### src/rtl/register_file_sb.sv
// Architectural integer register file with write bypass
// and a per-register pending-write scoreboard.
module register_file_sb #(
  parameter int NREGS = 32,
  parameter int DW    = 32,
  localparam int AW   = $clog2(NREGS)
) (
  input  logic             CLK,
  input  logic             RST,
  input  logic [NREGS-1:0] en,
  input  logic [DW-1:0]    wdat,
  input  logic [AW-1:0]    rsel1,
  input  logic [AW-1:0]    rsel2,
  output logic [DW-1:0]    rdat1,
  output logic [DW-1:0]    rdat2,
  input  logic             issue,
  input  logic [AW-1:0]    issue_sel,
  output logic             busy1,
  output logic             busy2,
  output logic             en_err
);

  logic [DW-1:0]    r_regs [NREGS];
  logic [NREGS-1:0] r_sb;
  logic             r_en_err;

  logic             w_multi;
  logic             w_legal;
  logic [NREGS-1:0] w_wen;
  logic [NREGS-1:0] w_set;
  logic [NREGS-1:0] w_sb_nxt;

  // More than one bit set: clearing the lowest set bit leaves something.
  // en[0] participates, so 0x21 is just as illegal as 0x300.
  assign w_multi = |(en & (en - NREGS'(1)));
  assign w_legal = !w_multi;

  // Effective per-register write strobes; register 0 never takes a write.
  always_comb begin
    w_wen    = '0;
    if (w_legal) begin
      w_wen  = en;
    end
    w_wen[0] = 1'b0;
  end

  // Scoreboard set vector from the issuing instruction's destination.
  always_comb begin
    w_set = '0;
    if (issue && (issue_sel != '0)) begin
      w_set[issue_sel] = 1'b1;
    end
  end

  // A legal write retires its producer; a same-cycle issue re-arms it.
  assign w_sb_nxt = (r_sb & ~w_wen) | w_set;

  // Register array update; reset overrides any concurrent write.
  always_ff @(posedge CLK) begin
    if (RST) begin
      for (int i = 0; i < NREGS; i++) begin
        r_regs[i] <= '0;
      end
    end else begin
      r_regs[0] <= '0;
      for (int i = 1; i < NREGS; i++) begin
        if (w_wen[i]) begin
          r_regs[i] <= wdat;
        end
      end
    end
  end

  // Pending-write scoreboard state.
  always_ff @(posedge CLK) begin
    if (RST) begin
      r_sb <= '0;
    end else begin
      r_sb <= w_sb_nxt;
    end
  end

  // Sticky illegal-enable flag, cleared only by reset.
  always_ff @(posedge CLK) begin
    if (RST) begin
      r_en_err <= 1'b0;
    end else if (w_multi) begin
      r_en_err <= 1'b1;
    end
  end

  // Read port 1: zero register, then bypass, then stored value.
  always_comb begin
    rdat1 = r_regs[rsel1];
    if (RST || (rsel1 == '0)) begin
      rdat1 = '0;
    end else if (w_wen[rsel1]) begin
      rdat1 = wdat;
    end
  end

  // Read port 2: same priority as port 1.
  always_comb begin
    rdat2 = r_regs[rsel2];
    if (RST || (rsel2 == '0)) begin
      rdat2 = '0;
    end else if (w_wen[rsel2]) begin
      rdat2 = wdat;
    end
  end

  // Busy unless the pending result is being forwarded this cycle.
  always_comb begin
    busy1 = r_sb[rsel1] && !w_wen[rsel1] && !RST;
    busy2 = r_sb[rsel2] && !w_wen[rsel2] && !RST;
  end

  assign en_err = r_en_err;

endmodule

### config.mk
export PLATFORM = sky130hd
export DESIGN_NAME = register_file_sb
export DESIGN_NICKNAME = d
export VERILOG_FILES = /design/src/rtl/register_file_sb.sv
export SDC_FILE = /design/constraint.sdc
export NUM_CORES = 2
export LEC_CHECK = 0
export CAP_MARGIN = 15
export CORE_MARGIN = 3
export CORE_UTILIZATION = 50
export DETAILED_ROUTE_END_ITERATION = 8
export HOLD_SLACK_MARGIN = 0.15
export PLACE_DENSITY = 0.67
export SETUP_SLACK_MARGIN = 0.15
export SLEW_MARGIN = 20
export SYNTH_ARGS = -nofsm -noshare
export SYNTH_HDL_FRONTEND = slang
export SYNTH_SLANG_ARGS = --single-unit
### constraint.sdc
create_clock -name CLK -period 7 [get_ports CLK]
set_input_delay 1.4 -clock CLK [delete_from_list [all_inputs] [get_ports CLK]]
set_output_delay 1.4 -clock CLK [all_outputs]
set_load 0.005 [all_outputs]
# == Yosys cells after proc, flatten, opt, wreduce, memory -nomap -nowiden ==
# Memory sizes are Yosys's and may differ from the RTL's.
# Index checks and enable logic that the tools add are counted.
# totals
regBits,33
mem_bits_rw,1024
in_bits,82
out_inout_bits,67
elab_cells,203
mem_count,1
# mem_list
name,words,width,read_ports,rd_ports_with_merged_regs,write_ports,line_no,source
r_regs,32,32,2,0,32,23,logic [DW-1:0] r_regs [NREGS];
# op_classes
add_sub_neg,1
n_lt_le_gt_ge,4
n_mux,144
bitwise_logic,36
reduce_logical,15
# ops
op,count
two-way mux 32 bit,38
two-way mux 1 bit,101
AND 32 bit,2
NOT 32 bit,1
OR 1 bit,32
OR 32 bit,1
OR reduction 32 bit,1
subtractor 32 x 1 -> 32 bit (second input constant),1
binary-select mux 1 bit (select 5 bit),4
less-than comparator 5 x 6 -> 1 bit (second input constant),3
logical NOT 5 bit,2
logical AND 1 bit,6
demux 1 bit (select 5 bit),1
greater-or-equal comparator 5 x 1 -> 1 bit (second input constant),1
nonzero test 5 bit,1
logical NOT 1 bit,3
logical OR 1 bit,2

# == Logic depth before layout (Yosys ltp) ==
# logic_depth
ltp_word,9
ltp_mapped,12
depth_no_buf,7

# == Worst setup path before layout ==
# OpenSTA, ideal clock, no wires.
# synth_path
path_type,input-to-output
from,input port en[21]
to,output port rdat2[10]
arrival_ns,4.011
required_time_ns,5.600
path_slack_ns,1.589
path_stages,9
path_cell_list,buf_6 > or4_4 > or4_4 > o21a_1 > o32ai_1 > nand2_2 > a2111oi_4 > buf_6 > mux2i_1
# synth_via
elab_chain_cells,8
# synth_lines
element,line_no,source
start: declaration,10,"input logic [NREGS-1:0] en,"
subtractor 32 x 1 -> 32 bit,35,assign w_multi = |(en & (en - NREGS'(1)));
AND 32 bit,35,
OR reduction 32 bit,35,
two-way mux 32 bit *,41,if (w_legal) begin
binary-select mux 1 bit (select 5 bit) *,107,end else if (w_wen[rsel2]) begin
two-way mux 1 bit (implied by the code) *,107,
two-way mux 32 bit *,107,
two-way mux 32 bit *,105,if (RST || (rsel2 == '0)) begin
end: declaration,15,"output logic [DW-1:0] rdat2,"
# Every way passes the cells marked *; elsewhere a longest branch is shown, timed or not. The select of a mux whose other input is x is not followed.

# == Final worst setup path ==
# layout_path
from,input port en[18]
to,output port rdat2[30]
# Same word-level chain as after synthesis.

==> out/metrics.csv <==
metric,value,unit
io pins,149,
layout cells sized above 1,0.276,
synthesized instance count,3371,
synth top area cells,"edfxtp_1 (57%), mux4_2 (23%), nor2_1 (4.4%), mux2i_1 (3.0%), nand2_1 (1.6%)",
Fin. Hold Viols,0,
Total GRT Usage,0.307,
die width,330,µm
post-route ant nets,0,
period utilization,0.957,
critical path startpoint category,input pin,
Final Critical Period,6.70,ns
gpl congestion,0.896,
post-synthesis mux area share,0.275,
Setup TNS,0,ns
ys flop type,edfxtp_1,
"FFs w/ async S/R, synth",0,
clk buf depth,3,
initial drt markers,5035,
Initial Util,0.506,
Final Setup Violations,0,
antenna violations before repair,5,
count of cell types in the netlist,71,
CP peak stage delay,0.60,ns
clock latency at the later pin of the worst-skew pair,0.69,ns
RSZ-0062 raised after global routing,true,
Num CTS Buffers,107,
area grow syn2layout,12.7,%
area fraction in compound gates after synthesis,0.0388,
#FFs+latches synth,1025,
Chip Height,330,µm
port bufs,148,
Slew @ Worst Pin,1.19,ns
row count,118,
Detail Placement HPWL,101,mm
Max-slew headroom,0.201,
Die Area,109000,µm²
Worst Skew,0,ns
"EDFF count, synth",992,
Core Area,104000,µm²
Worst EP required,5.60,ns
Hold WC Path Type,reg -> reg,
nature of the critical path endpoint,output pin,
n_diodes,0,
drt total wl,167,mm
"Slew Viols, Final",0,
Peak supply drop,0.000185,V
vias in the first global route,35100,
DRC violation count after routing,0,
first-pass GRT wire length,241,mm
drt wl/cell,33.9,µm
Critical Path AT,5.30,ns
# fillers,7957,
via count of the routed design,34100,
clock-pin slew on the worst setup and hold paths,0.06,ns
CTS tree,done,
largest family of logic cells by synthesized area,multiplexers,
total global routing overflow,0,
CTS Sinks,1025,
critical path type,in -> out,
syn nets,3453,
top cell type by total area after synthesis,edfxtp_1,
syn_area_per_cell,15.6,µm²
Ys Warns,0,
largest net degree at the start of global routing,95,
CTS Root Cell,clkbuf_16,
Crit Path Max Fanout,16,
max cap viols,0,
Total Power Consumption,15000,µW
final net count,3529,
outcome,"finished, final reports clean",
Pre-Repair DR Iteration Count,6,
area share of the largest cell type after synthesis,0.566,
Max Fclk,0.149,GHz
H-tree lvl count,3,
Vias/cell,6.94,
register area share after synthesis,0.579,
PwrDens,253,nW/µm²
"Slowest-stage cell, CP",or4_4,
Simple-Gate Fraction of Synth Area,0.0755,
xor/xnor share of the synthesized area,0,
critical-path cell list,clkdlybuf4s50_1 -> or4_4 -> or4_4 -> o21a_1 -> o32ai_2 -> nand2_2 -> a2111oi_4 -> buf_4 -> buf_6 -> mux2i_1 -> clkdlybuf4s50_1,
synthesized area,52600,µm²
LEAKAGE,0.0197,µW
Post-Synth Adder-Cell Area,0.000571,
==> cells in the mapped netlist, types with 9 or more instances <==
| cell type | n |
|---|---|
| edfxtp_1 | 992 |
| nor2_1 | 623 |
| mux4_2 | 547 |
| nand2_1 | 218 |
| clkbuf_1 | 158 |
| mux2i_1 | 156 |
| buf_2 | 76 |
| buf_1 | 64 |
| inv_1 | 52 |
| o211ai_1 | 46 |
| a21oi_1 | 42 |
| mux2_2 | 35 |
| dfxtp_1 | 33 |
| o2111ai_1 | 33 |
| o21ai_0 | 23 |
| a221oi_1 | 22 |
| a221o_1 | 21 |
| nor3_1 | 19 |
| a31oi_1 | 16 |
| nand3_2 | 15 |
| nand4_1 | 15 |
| nand3_1 | 13 |
| a22o_1 | 11 |
| o2bb2ai_1 | 10 |
| a31o_2 | 9 |
==> worst paths after layout <==
check,startpoint,end,slack (ns),cells after the start
worst max-delay path,en[18],rdat2[30],0.30,11
worst min-delay path,r_sb[26],r_sb[26],0.49,1
worst max register to register,r_sb[24],r_sb[24],6.17,2
worst min register to register,r_sb[26],r_sb[26],0.49,1
==> per-layer routing <==
layer  wire, µm  global-route usage  vias to the layer above
met1      59000               0.408                    17700
met3      19100              0.0674                      471
met2      80300               0.493                     2351
met5         43                   0                        -
li1           -                   -                    13600
met4       8230               0.132                        6
==> worst max-delay path: cells and delay by family <==
kind	cells	cell delay, ns
compound gates	3	0.77
buf+inv	4	1.61
mux	1	0.24
simple gates	3	1.27
==> layout make-up <==
| class | instances | area (µm²) | area share |
|---|---|---|---|
| Sequential cell | 1025 | 30400 | 0.513 |
| Multi-Input combinational cell | 1975 | 20700 | 0.349 |
| Clock buffer | 134 | 2880 | 0.0486 |
| Timing Repair Buffer | 284 | 2770 | 0.0466 |
| Tap cell | 1380 | 1730 | 0.0291 |
| Clock inverter | 64 | 597 | 0.0101 |
| Inverter | 54 | 204 | 0.00344 |
==> per-stage QoR <==
| stage | hold WS [ns] | instances | util | setup slack (ns) | cell area (µm²) |
|---|---|---|---|---|---|
| floorplan | 0.439 | 3371 | - | 1.59 | 52600 |
| global placement | 0.452 | 4716 | 0.536 | 0.403 | 55800 |
| detailed placement | 0.475 | 4716 | 0.536 | 0.292 | 55800 |
| CTS | 0.492 | 4914 | 0.570 | 0.288 | 59200 |
| global route | 0.505 | 4916 | 0.571 | 0.117 | 59300 |
| finish | 0.491 | 4916 | 0.571 | 0.299 | 59300 |
==> cell families (layout without fill, tap and decap cells) <==
family,Yosys count,in the layout
and+or+nand+nor,960,960
adders and majority gates,3,3
buffers and inverters,371,536
muxes,746,746
AOI/OAI and AO/OA,266,266
DFF,1025,1025
==> what timing repair did <==
item                       CTS  global route
hold buffers                 0             0
resized for setup            0             7
setup endpoints to repair    0            32
setup buffers                0             1
==> report_power, final <==
| group | switching (µW) | internal [µW] | leakage (µW) |
|---|---|---|---|
| registers | 185 | 7130 | 0.00975 |
| logic | 1100 | 894 | 0.00822 |
| clock network | 2420 | 3280 | 0.00171 |
==> registers in the layout (all words and copies together) (netlist names) <==
name	flops
en_err	1
r_sb	32
r_regs	992
==> cell usage in the layout (no fill, tap or decap), types with 35 or more instances in the layout <==
| cell type | count |
|---|---|
| edfxtp_1 | 992 |
| mux4_2 | 547 |
| a21oi_1 | 41 |
| inv_1 | 40 |
| o211ai_1 | 46 |
| nor2_1 | 620 |
| clkbuf_16 | 111 |
| clkdlybuf4s50_1 | 141 |
| buf_4 | 118 |
| nand2_1 | 200 |
| mux2_2 | 35 |
| mux2i_1 | 156 |
(Power assumes the default switching activity.)
